$ cat src/rtl/mem_wb_stage_pkg.sv
// rtl/mem_wb_stage_pkg.sv - load-op encodings, NOP register address and op decode helper
package mem_wb_stage_pkg;

    localparam logic [4:0] NOP_REG = 5'd0;

    typedef enum logic [2:0] {
        LOAD_NONE = 3'd0,
        LOAD_LB   = 3'd1,
        LOAD_LBU  = 3'd2,
        LOAD_LH   = 3'd3,
        LOAD_LHU  = 3'd4,
        LOAD_LW   = 3'd5
    } load_op_e;

    // Unused codes (6, 7) collapse to "no load" so WB falls back to the ALU result.
    function automatic load_op_e decode_load_op(input logic [2:0] code);
        case (code)
            3'd1:    decode_load_op = LOAD_LB;
            3'd2:    decode_load_op = LOAD_LBU;
            3'd3:    decode_load_op = LOAD_LH;
            3'd4:    decode_load_op = LOAD_LHU;
            3'd5:    decode_load_op = LOAD_LW;
            default: decode_load_op = LOAD_NONE;
        endcase
    endfunction

endpackage

$ cat src/rtl/mem_wb_stage_load_align.sv
// rtl/mem_wb_stage_load_align.sv - little-endian byte/halfword lane select with sign/zero extension
module mem_wb_stage_load_align
    import mem_wb_stage_pkg::*;
(
    input  logic [31:0] data,
    input  load_op_e    load_op,
    input  logic [1:0]  addr_lo,
    output logic [31:0] load_data
);

    logic [7:0]  byte_lane;
    logic [15:0] half_lane;

    // Pick the addressed lane; misaligned halfwords and words round down to their natural boundary.
    always_comb begin
        byte_lane = 8'd0;
        half_lane = addr_lo[1] ? data[31:16] : data[15:0];
        case (addr_lo)
            2'd0: byte_lane = data[7:0];
            2'd1: byte_lane = data[15:8];
            2'd2: byte_lane = data[23:16];
            2'd3: byte_lane = data[31:24];
            default: byte_lane = 8'd0;
        endcase

        load_data = data;
        case (load_op)
            LOAD_LB:  load_data = {{24{byte_lane[7]}}, byte_lane};
            LOAD_LBU: load_data = {24'd0, byte_lane};
            LOAD_LH:  load_data = {{16{half_lane[15]}}, half_lane};
            LOAD_LHU: load_data = {16'd0, half_lane};
            default:  load_data = data;
        endcase
    end

endmodule

$ cat src/rtl/mem_wb_stage.sv
// rtl/mem_wb_stage.sv - MEM/WB pipeline register with load alignment and stall-time read-data hold
module mem_wb_stage
    import mem_wb_stage_pkg::*;
#(
    parameter int LOAD_OP_W = 3
) (
    input  logic                 clk,
    input  logic                 rst,
    input  logic                 stall_mem,
    input  logic                 stall_wb,
    input  logic                 flush,
    input  logic [4:0]           mem_waddr,
    input  logic                 mem_we,
    input  logic [31:0]          mem_result,
    input  logic [LOAD_OP_W-1:0] mem_load_op,
    input  logic [1:0]           mem_addr_lo,
    input  logic [31:0]          dram_rdata,
    output logic [4:0]           wb_waddr,
    output logic [31:0]          wb_wdata,
    output logic                 wb_we
);

    logic [4:0]  waddr_r;
    logic        we_r;
    logic [31:0] result_r;
    load_op_e    load_op_r;
    logic [1:0]  addr_lo_r;
    logic [31:0] hold_data;
    logic        hold_valid;

    load_op_e    mem_op_dec;
    logic [31:0] align_src;
    logic [31:0] aligned;

    // Anything wider than the defined codes, or above 5, is treated as no load.
    always_comb begin
        mem_op_dec = LOAD_NONE;
        if (mem_load_op <= LOAD_OP_W'(5)) begin
            mem_op_dec = decode_load_op(mem_load_op[2:0]);
        end
    end

    // WB registers plus the read-data hold that survives a WB stall (the RAM output moves on).
    always_ff @(posedge clk or posedge rst) begin
        if (rst) begin
            waddr_r    <= 5'd0;
            we_r       <= 1'b0;
            result_r   <= 32'd0;
            load_op_r  <= LOAD_NONE;
            addr_lo_r  <= 2'd0;
            hold_data  <= 32'd0;
            hold_valid <= 1'b0;
        end else if (flush) begin
            waddr_r    <= 5'd0;
            we_r       <= 1'b0;
            result_r   <= 32'd0;
            load_op_r  <= LOAD_NONE;
            addr_lo_r  <= 2'd0;
            hold_valid <= 1'b0;
        end else if (stall_wb) begin
            if (load_op_r != LOAD_NONE && !hold_valid) begin
                hold_data  <= dram_rdata;
                hold_valid <= 1'b1;
            end
        end else if (stall_mem) begin
            waddr_r    <= 5'd0;
            we_r       <= 1'b0;
            result_r   <= 32'd0;
            load_op_r  <= LOAD_NONE;
            addr_lo_r  <= 2'd0;
            hold_valid <= 1'b0;
        end else begin
            waddr_r    <= mem_waddr;
            we_r       <= mem_we;
            result_r   <= mem_result;
            load_op_r  <= mem_op_dec;
            addr_lo_r  <= mem_addr_lo;
            hold_valid <= 1'b0;
        end
    end

    assign align_src = hold_valid ? hold_data : dram_rdata;

    mem_wb_stage_load_align u_load_align (
        .data      (align_src),
        .load_op   (load_op_r),
        .addr_lo   (addr_lo_r),
        .load_data (aligned)
    );

    // Regfile write port; $zero is never written and reset masks everything immediately.
    always_comb begin
        wb_waddr = waddr_r;
        wb_we    = we_r && (waddr_r != NOP_REG);
        wb_wdata = (load_op_r == LOAD_NONE) ? result_r : aligned;
        if (rst) begin
            wb_waddr = 5'd0;
            wb_we    = 1'b0;
            wb_wdata = 32'd0;
        end
    end

endmodule

$ cat config.mk
export PLATFORM = sky130hd
export DESIGN_NAME = mem_wb_stage
export DESIGN_NICKNAME = d
export VERILOG_FILES = /design/src/rtl/mem_wb_stage_pkg.sv /design/src/rtl/mem_wb_stage_load_align.sv /design/src/rtl/mem_wb_stage.sv
export SDC_FILE = /design/constraint.sdc
export NUM_CORES = 1
export LEC_CHECK = 0
export ABC_AREA = 1
export BUFFER_PORTS_ARGS = -buffer_cell sky130_fd_sc_hd__buf_2
export CORE_AREA = 5 5 121 123
export CTS_CLUSTER_DIAMETER = 50
export DETAILED_ROUTE_END_ITERATION = 8
export DIE_AREA = 0 0 126 128
export GPL_TIMING_DRIVEN = 0
export HOLD_SLACK_MARGIN = 0.06
export PLACE_DENSITY = 0.59
export SLEW_MARGIN = 20
export SYNTH_ARGS = -nofsm -noshare
export SYNTH_HDL_FRONTEND = slang
export SYNTH_SLANG_ARGS = --single-unit
$ cat constraint.sdc
create_clock -name clk -period 7.3 [get_ports clk]
set_input_delay 1.46 -clock clk [delete_from_list [all_inputs] [get_ports clk]]
set_output_delay 1.46 -clock clk [all_outputs]
set_load 0.05 [all_outputs]
==> results.sh, run 1 <==
export IMPL_synth_fp_nets=750
export IMPL_grt_pass1_vias=4621
export IMPL_clockBufferDepth=2
export IMPL_seq_area_frac_synth_pct=41.41
export IMPL_synth_compound_area_share_pct=19.31
export IMPL_worst_slack_ns=2.687
export IMPL_setup_viol=0
export IMPL_yosys_warnings=0
export IMPL_drt_initial_drc_count=422
export IMPL_post_cts_buffers=0
export IMPL_rsz0062_at_grt="no"
export IMPL_vdd_drop_max_mv=0.09816
export IMPL_vias=4788
export IMPL_worstPathRequired_ns=5.84
export IMPL_arrival_ns=3.15
export IMPL_overflow=0
export IMPL_hold_slack_ns=0.4747
export IMPL_antenna_found_initial=0
export IMPL_drc=0
export IMPL_post_drt_wl_per_cell_um=15.34
export IMPL_clkLatencyLatePin_ns=0.35
export IMPL_ys_types=28
export IMPL_coreArea_um2=13560
export IMPL_synth_cells=667
export IMPL_clkTransAtPathRegs_ns=0.06
export IMPL_status="complete, no violations"
export IMPL_drive_gt1_share_pct=20.97
export IMPL_syn_to_final_growth_pct=25.12
export IMPL_initial_core_util_pct=33.88
export IMPL_fmax_mhz=216.8
export IMPL_n_fill_cell=1480
export IMPL_dp_worst_setup_slack_ns=2.603
export IMPL_finalCoreUtilization_pct=42.39
export IMPL_skew_ns=0.006126
export IMPL_synthMuxAreaShare_pct=0.9534
export IMPL_multiInputGateArea_um2=2238
export IMPL_power_per_cell_area_nw_per_um2=221.7
export IMPL_slew_viol_final=0
export IMPL_grt_first_pass_wirelength_um=23740
export IMPL_min_to="result_r[15]$_DFFE_PP0N_"
export IMPL_register_area_um2=1902
export IMPL_portBuffers=117
export IMPL_worst_pin_slew_ns=0.7394
export IMPL_totalWireLength_um=15050
export IMPL_rrSetupSlack_ns=5.46
export IMPL_netlist_area_um2=4593
export IMPL_dp_cells=965
export IMPL_final_nets=879
export IMPL_cts_resized=0
export IMPL_h_tree_depth=3
export IMPL_hold_class="reg2reg"
export IMPL_maxSlewHeadroom_pct=50.19
export IMPL_r2r_start="load_op_r[1]$_DFFE_PP0N_"
export IMPL_num_rows=43
export IMPL_fp_dieW_um=126
export IMPL_io_pins=118
export IMPL_synth_xor_area_share_pct=0
export IMPL_viasPerCell=4.881
export IMPL_synth_top_family_by_area="simple AND/OR/NAND/NOR gates"
export IMPL_dp_hpwl_um=11850
export IMPL_fin_tns_setup_ns=0
export IMPL_min_period_ns=4.613
export IMPL_max_cap_viol_count=0
export IMPL_ant_nets=0
export IMPL_end_kind="output pin"
export IMPL_syn_area_per_cell_um2=6.886
export IMPL_min_from="result_r[15]$_DFFE_PP0N_"
export IMPL_r2r_end="hold_data[31]$_DFFE_PP0P_"
export IMPL_postCtsHoldBufs=0
export IMPL_synth_seq_cells=76
export IMPL_period_share_pct=63.19
export IMPL_place_gp_congestion=0.9644
export IMPL_die_h_um=128
export IMPL_yosys_area_share_simple_pct=27.65
export IMPL_cts_inserted_buffers=9
export IMPL_first_pass_iters=4
export IMPL_start_kind="input pin"
export IMPL_grt_util_all_layers_pct=18.65
export IMPL_crit_type="in2out"
export IMPL_antenna_cells=0
export IMPL_hold_depth=2
export IMPL_critPathMaxFanout=44
export IMPL_hold_viol_final=0
export IMPL_r2r_cells=5
export IMPL_cellLeakagePower_uw=0.003130
export IMPL_cts_tree="yes"
export IMPL_cts_root_buf="clkbuf_16"
export IMPL_final_cells=981
export IMPL_cts_sinks=76
export IMPL_grt_max_degree=45
export IMPL_dieArea_um2=16130
export IMPL_synthAdderAreaFrac_pct=0.8172
## worst max-delay path by stage
stage	start	endpoint	slack (ns)
2_1_floorplan	rst	wb_wdata[26]	0.67
3_3_place_gp	rst	wb_we	-0.56
3_5_place_dp	rst	wb_we	2.60
4_1_cts	rst	wb_we	2.59
5_1_grt	rst	wb_we	2.43
6_report	rst	wb_we	2.69
## Yosys cell counts
cell	instances	share of area, %
inv_1	66	5.4
mux2_2	3	0.74
inv_2	6	0.49
dfrtp_1	76	41
nand4_1	3	0.41
mux2i_1	1	0.22
o311ai_0	1	0.19
nor2_1	18	1.5
or2_2	8	1.1
nand3_1	57	6.2
a21oi_1	30	3.3
a31oi_1	2	0.27
nor2_4	1	0.25
o21ai_1	17	1.9
nand3_2	2	0.44
buf_4	4	0.65
nor2_2	2	0.27
nand2_2	3	0.41
o21ai_0	107	12
or2_1	2	0.27
buf_2	5	0.54
o2111ai_1	1	0.19
buf_6	1	0.25
o211ai_1	8	1.3
ha_1	3	0.82
a41oi_1	3	0.57
clkbuf_1	31	2.5
nand2_1	206	17
## cell type report
| type | count | share of cell area (%) |
|---|---|---|
| multi-input cells | 478 | 38.95 |
| flip-flops and latches | 76 | 33.09 |
| repair buffers | 118 | 10.54 |
| inverters | 72 | 4.703 |
| clock buffers | 12 | 4.289 |
| well taps | 180 | 3.919 |
| plain buffers | 41 | 3.244 |
| clock inverters | 4 | 1.263 |
## cell families (layout without fill, tap and decap cells)
group,count (synthesis),in the layout
AND/OR/NAND/NOR,302,302
AO/OA/AOI/OAI,169,169
buffers and inverters,113,247
flip-flops,76,76
multiplexers,4,4
adder cells (fa/ha/maj),3,3
## registers in the layout, indices dropped and copies added, names as in the netlist
name	cells
addr_lo_r	2
result_r	32
hold_data	32
load_op_r	3
hold_valid	1
we_r	1
waddr_r	5
## power breakdown
group	leakage, uW	internal [uW]	total [uW]	switching [uW]
clock	0.000153	308	481	173
sequential	0.00100	488	523	35.3
combinational	0.00197	87.9	270	182
## placed cells by master, fill, tap and decap left out, types with 8 or more instances in the layout
master	instances
nand2_1	206
buf_2	122
o21ai_0	107
dfrtp_1	76
inv_1	66
nand3_1	57
clkbuf_1	32
a21oi_1	30
nor2_1	18
o21ai_1	17
clkbuf_16	9
or2_2	8
o211ai_1	8
## routing by layer
layer | GRT usage (%) | vias to the layer above | share of wire (%)
met3 | 3.000 | 23 | 5.3
met1 | 26.36 | 2192 | 48
met2 | 28.98 | 150 | 45
li1 | - | 2423 | -
met4 | 6.688 | 0 | 1.7
met5 | 0 | - | 0
## per-stage QoR
stage	cell area [um2]	power, uW
6_report	5747	1274
5_1_grt	5747	1337
4_1_cts	5747	1284
3_5_place_dp	5428	799.4
3_3_place_gp	5404	793.3
2_1_floorplan	4593	706.8
## critical path: stages
cell,delay [ns]
buf_2,0.14
inv_1,0.17
clkbuf_4,0.55
buf_12,0.31
o311ai_0,0.17
inv_1,0.08
buf_2,0.26
Power figures use the tool's default switching activity.
==> run 2: changes to the inputs <==
--- a/config.mk
+++ b/config.mk
@@ -13,7 +13,7 @@
 export DIE_AREA = 0 0 126 128
 export GPL_TIMING_DRIVEN = 0
 export HOLD_SLACK_MARGIN = 0.06
-export PLACE_DENSITY = 0.59
+export PLACE_DENSITY = 0.61
 export SLEW_MARGIN = 20
 export SYNTH_ARGS = -nofsm -noshare
 export SYNTH_HDL_FRONTEND = slang
==> constraint.sdc (replaced) <==
create_clock -name clk -period 3.7 [get_ports clk]
set_input_delay 0.74 -clock clk [delete_from_list [all_inputs] [get_ports clk]]
set_output_delay 0.74 -clock clk [all_outputs]
set_load 0.05 [all_outputs]
==> run 2 against run 1 <==
  * Cell area fell by 0.72%
  * Critical path type is now reg2out
  * Clock power is 82% higher
  * Core utilization is 0.30 points lower
  * Sequential power is 97% higher
  * Sequential share of layout area grew 0.24 points
  * First-iteration DRC count down 6.4%
  * Die area unchanged
  * Clock skew fell by 0.0017 ns
  * Power rose by 92%
  * Via count shrank 0.94%
==> results.sh, run 2 (synthesis results as in run 1) <==
export IMPL_critPathMaxFanout=10
export IMPL_rsz0062_at_grt="no"
export IMPL_period_share_pct=88.69
export IMPL_grt_pass1_vias=4546
export IMPL_initial_core_util_pct=33.88
export IMPL_fmax_mhz=304.7
export IMPL_skew_ns=0.004467
export IMPL_clockBufferDepth=2
export IMPL_start_kind="flop"
export IMPL_grt_max_degree=86
export IMPL_final_nets=878
export IMPL_cts_root_buf="clkbuf_16"
export IMPL_first_pass_iters=5
export IMPL_antenna_cells=0
export IMPL_total_power_uw=2440
export IMPL_drt_initial_drc_count=395
export IMPL_ant_nets=0
export IMPL_dp_hpwl_um=11730
export IMPL_final_common_cell="nand2_1"
export IMPL_cts_inserted_buffers=9
export IMPL_fp_dieW_um=126
export IMPL_max_cap_viol_count=0
export IMPL_slew_viol_final=0
export IMPL_grt_first_pass_wirelength_um=23900
export IMPL_cellLeakagePower_uw=0.003115
export IMPL_place_gp_congestion=0.9511
export IMPL_status="complete, no violations"
export IMPL_dp_worst_setup_slack_ns=0.5854
export IMPL_maxSlewHeadroom_pct=46.01
export IMPL_portBuffers=117
export IMPL_die_h_um=128
export IMPL_drc=0
export IMPL_num_rows=43
export IMPL_worst_slack_ns=0.4184
export IMPL_syn_to_final_growth_pct=24.22
export IMPL_clkTransAtPathRegs_ns=0.05
export IMPL_vdd_drop_max_mv=0.2078
export IMPL_dieArea_um2=16130
export IMPL_hold_viol_final=0
export IMPL_coreArea_um2=13560
export IMPL_hold_class="reg2reg"
export IMPL_antenna_found_initial=0
export IMPL_io_pins=118
export IMPL_vias=4743
export IMPL_hold_slack_ns=0.4730
export IMPL_cts_tree="yes"
export IMPL_overflow=0
export IMPL_clkLatencyLatePin_ns=0.34
export IMPL_power_per_cell_area_nw_per_um2=427.7
export IMPL_min_period_ns=3.282
export IMPL_mostFrequentLayoutCells="nand2_1, buf_2, o21ai_0"
export IMPL_crit_type="reg2out"
export IMPL_h_tree_depth=3
export IMPL_grt_util_all_layers_pct=18.62
export IMPL_arrival_ns=2.54
export IMPL_drive_gt1_share_pct=20.80
export IMPL_n_fill_cell=1489
export IMPL_post_cts_buffers=0
export IMPL_setup_viol=0
export IMPL_top_regs="hold_data: 32 flops, result_r: 32 flops, waddr_r: 5 flops"
export IMPL_worstPathRequired_ns=2.96
export IMPL_totalWireLength_um=14920
export IMPL_postCtsHoldBufs=0
export IMPL_end_kind="output pin"
export IMPL_cts_sinks=76
export IMPL_cts_resized=0
export IMPL_worst_pin_slew_ns=0.8014
export IMPL_viasPerCell=4.850
export IMPL_fin_tns_setup_ns=0
export IMPL_post_drt_wl_per_cell_um=15.26
==> run 2: final timing paths <==
kind,end,slack [ns],from,cells past startpoint
worst max-delay path,wb_wdata[1],0.42,hold_valid$_DFFE_PP0P_,7
worst max register to register,hold_data[15]$_DFFE_PP0P_,1.83,load_op_r[1]$_DFFE_PP0N_,5
worst min register to register,result_r[23]$_DFFE_PP0N_,0.47,result_r[23]$_DFFE_PP0N_,2
max in group asynchronous,hold_data[24]$_DFFE_PP0P_,2.43,rst,3
min in group asynchronous,result_r[12]$_DFFE_PP0N_,0.83,rst,3
worst min-delay path,result_r[23]$_DFFE_PP0N_,0.47,result_r[23]$_DFFE_PP0N_,2
==> run 2: where the power goes <==
part | leakage, uW | switching, uW | internal [uW]
sequential | 0.00100 | 68.7 | 962
combinational | 0.00197 | 362 | 172
clock | 0.000145 | 325 | 550
total | 0.00312 | 756 | 1680
==> run 2: per-layer routing <==
metal / wire (um) / track usage (%) / vias up / part of all wire [%]
met5: 0 / 0 / - / 0
met4: 334 / 5.615 / 0 / 2.2
met3: 850 / 3.375 / 19 / 5.7
met2: 6740 / 29.26 / 131 / 45
met1: 6995 / 26.26 / 2167 / 47
li1: - / - / 2426 / -
==> run 2: area by class of cell <==
cell class	count	area (um2)	share of cell area (%)
multi-input cells	478	2238	39.23
flip-flops and latches	76	1902	33.33
repair buffers	117	585.6	10.26
inverters	72	270.3	4.737
clock buffers	12	256.5	4.496
well taps	180	225.2	3.947
plain buffers	41	192.7	3.377
clock inverters	2	35.03	0.6140
==> run 2: worst max-delay path, stage by stage (launching register included) <==
cell      delay (ns)
dfrtp_1         0.45
clkbuf_1        0.24
o21ai_0         0.69
nand2_1         0.10
nand3_1         0.11
nand2_1         0.05
a41oi_1         0.24
buf_2           0.31
==> run 2: per-stage QoR <==
step / util [%] / std cells / cell area [um2]
global route: 42.08 / 978 / 5705
finish: 42.08 / 978 / 5705
floorplan: - / 667 / 4597
CTS: 42.08 / 978 / 5705
global placement: 39.89 / 964 / 5408
detailed placement: 39.93 / 964 / 5414
==> run 3: changes to the inputs <==
--- a/config.mk
+++ b/config.mk
@@ -8,6 +8,7 @@
 export ABC_AREA = 1
 export BUFFER_PORTS_ARGS = -buffer_cell sky130_fd_sc_hd__buf_2
 export CORE_AREA = 5 5 121 123
+export CTS_BUF_LIST = sky130_fd_sc_hd__clkbuf_2
 export CTS_CLUSTER_DIAMETER = 50
 export DETAILED_ROUTE_END_ITERATION = 8
 export DIE_AREA = 0 0 126 128
==> run 3 against run 2 <==
  * Maximum frequency is 7.2% lower
  * Sequential share of layout area rose by 1.2 points
  * Combinational power about the same
  * Sequential power barely moved
  * Power decreased by 19%
  * Critical path depth did not move
  * Critical endpoint unchanged
  * Largest cell class unchanged
==> results.sh, run 3 (synthesis results as in run 1) <==
export IMPL_status="complete, no violations"
export IMPL_portBuffers=117
export IMPL_grt_util_all_layers_pct=18.59
export IMPL_start_kind="flop"
export IMPL_post_cts_buffers=0
export IMPL_cts_resized=0
export IMPL_cts_inserted_buffers=9
export IMPL_critPathSlowestCell="o21ai_0"
export IMPL_num_rows=43
export IMPL_final_nets=878
export IMPL_setup_viol=0
export IMPL_cts_sinks=76
export IMPL_power_internal_uw=1277
export IMPL_crit_type="reg2out"
export IMPL_drive_gt1_share_pct=20.68
export IMPL_grtUsageMet1_pct=26.15
export IMPL_clockBufferDepth=2
export IMPL_use_met3_pct=3.625
export IMPL_first_pass_iters=5
export IMPL_cts_root_buf="clkbuf_2"
export IMPL_power_per_cell_area_nw_per_um2=361.1
export IMPL_met2_usage_pct=29.36
export IMPL_pwr_share_clk_pct=21.5
export IMPL_antenna_found_initial=0
export IMPL_vdd_drop_max_mv=0.1853
export IMPL_skew_ns=0.01822
export IMPL_place_gp_congestion=0.9511
export IMPL_h_tree_depth=3
export IMPL_post_drt_wl_per_cell_um=15.18
export IMPL_max_stage_delay_ns=0.70
export IMPL_worst_pin_slew_ns=0.8046
export IMPL_dp_hpwl_um=11730
export IMPL_pwr_share_comb_pct=26.9
export IMPL_switching_share_pct=35.76
export IMPL_drt_initial_drc_count=367
export IMPL_syn_to_final_growth_pct=19.89
export IMPL_path_buf_inv=2
export IMPL_dp_worst_setup_slack_ns=0.5854
export IMPL_top_regs="hold_data: 32 flops, result_r: 32 flops, waddr_r: 5 flops"
export IMPL_cellLeakagePower_uw=0.003033
export IMPL_drc=0
export IMPL_worstPathRequired_ns=2.96
export IMPL_grt_first_pass_wirelength_um=23850
export IMPL_overflow=0
export IMPL_hold_viol_final=0
export IMPL_critPathMaxFanout=10
export IMPL_hold_class="in2reg"
export IMPL_end_kind="output pin"
export IMPL_totalWireLength_um=14840
export IMPL_initial_core_util_pct=33.88
export IMPL_vias=4751
export IMPL_mostFrequentLayoutCells="nand2_1, buf_2, o21ai_0"
export IMPL_fin_tns_setup_ns=0
export IMPL_coreArea_um2=13560
export IMPL_min_period_ns=3.536
export IMPL_cpMostUsedCell="nand2_1"
export IMPL_maxSlewHeadroom_pct=45.79
export IMPL_die_h_um=128
export IMPL_slew_viol_final=0
export IMPL_rsz0062_at_grt="no"
export IMPL_fmax_mhz=282.8
export IMPL_io_pins=118
export IMPL_finalCoreUtilization_pct=40.61
export IMPL_path_delay_family="compound AO/OA/AOI/OAI gates"
export IMPL_max_cap_viol_count=0
export IMPL_p_seq_share_pct=51.6
export IMPL_worst_slack_ns=0.1642
export IMPL_period_share_pct=95.56
export IMPL_path_cells="clkbuf_1, o21ai_0, nand2_1, nand3_1, nand2_1, a41oi_1, buf_2"
export IMPL_total_power_uw=1989
export IMPL_fp_dieW_um=126
export IMPL_arrival_ns=2.80
export IMPL_grt_max_degree=86
export IMPL_clkLatencyLatePin_ns=0.54
export IMPL_antenna_cells=0
export IMPL_cts_tree="yes"
export IMPL_final_common_cell="nand2_1"
export IMPL_dieArea_um2=16130
export IMPL_gr_max_usage_layer="met2"
export IMPL_ant_nets=0
export IMPL_postCtsHoldBufs=0
export IMPL_clkTransAtPathRegs_ns=0.21
export IMPL_viasPerCell=4.858
export IMPL_grt_pass1_vias=4544
export IMPL_p_switching_uw=711.2
==> run 3: cell count changes in the layout (fill, tap and decap cells not counted) <==
cell | previous run | this run
clkbuf_1 | 31 | 30
clkbuf_16 | 9 | 0
clkbuf_2 | 0 | 10
clkbuf_8 | 3 | 1
clkinv_1 | 0 | 2
o21ai_0 | 107 | 106
o21ai_1 | 17 | 18
==> run 3: cell type report <==
type,instances,area (um2)
clock inverter,4,42.54
multi-input combinational,478,2238
fill,1514,8051
sequential,76,1902
tap,180,225.2
timing repair buffer,117,585.6
buffer,41,192.7
inverter,72,270.3
clock buffer,10,50.05
==> run 3: power groups by stage <==
stage	Sequential (uW)	Clock, uW	Combinational, uW
finish	1030	428	534
global route	1040	474	603
CTS	1030	440	537
detailed placement	1040	0	534
global placement	1040	0	525
floorplan	1020	0	371
==> run 3: metrics by stage <==
step,hold slack [ns],std cells,area [um2]
3_5_place_dp,0.4601,964,5414
3_3_place_gp,0.4597,964,5408
4_1_cts,0.3669,978,5507
6_report,0.3985,978,5507
2_1_floorplan,0.4417,667,4597
5_1_grt,0.3577,978,5507
==> run 3: worst min-delay path, delay by kind of cell <==
family | cells | cell delay, ns
and+or+nand+nor | 2 | 0.11
buffers and inverters | 1 | 0.07
==> run 3: path summary, 6_finish.rpt <==
| check | startpoint | to | slack, ns | depth (start not counted) |
|---|---|---|---|---|
| worst max-delay path | hold_valid$_DFFE_PP0P_ | wb_wdata[1] | 0.16 | 7 |
| worst min-delay path | mem_result[29] | result_r[29]$_DFFE_PP0N_ | 0.40 | 3 |
| worst max register to register | load_op_r[1]$_DFFE_PP0N_ | hold_data[15]$_DFFE_PP0P_ | 1.81 | 5 |
| worst min register to register | result_r[21]$_DFFE_PP0N_ | result_r[21]$_DFFE_PP0N_ | 0.50 | 2 |
| max in group asynchronous | rst | hold_data[24]$_DFFE_PP0P_ | 2.67 | 3 |
| min in group asynchronous | rst | result_r[3]$_DFFE_PP0N_ | 0.59 | 3 |
==> run 3: layer usage <==
layer,wire length [um],up-vias
met3,887,17
met2,6726,151
met1,6961,2158
li1,-,2425
met5,0,-
met4,268,0
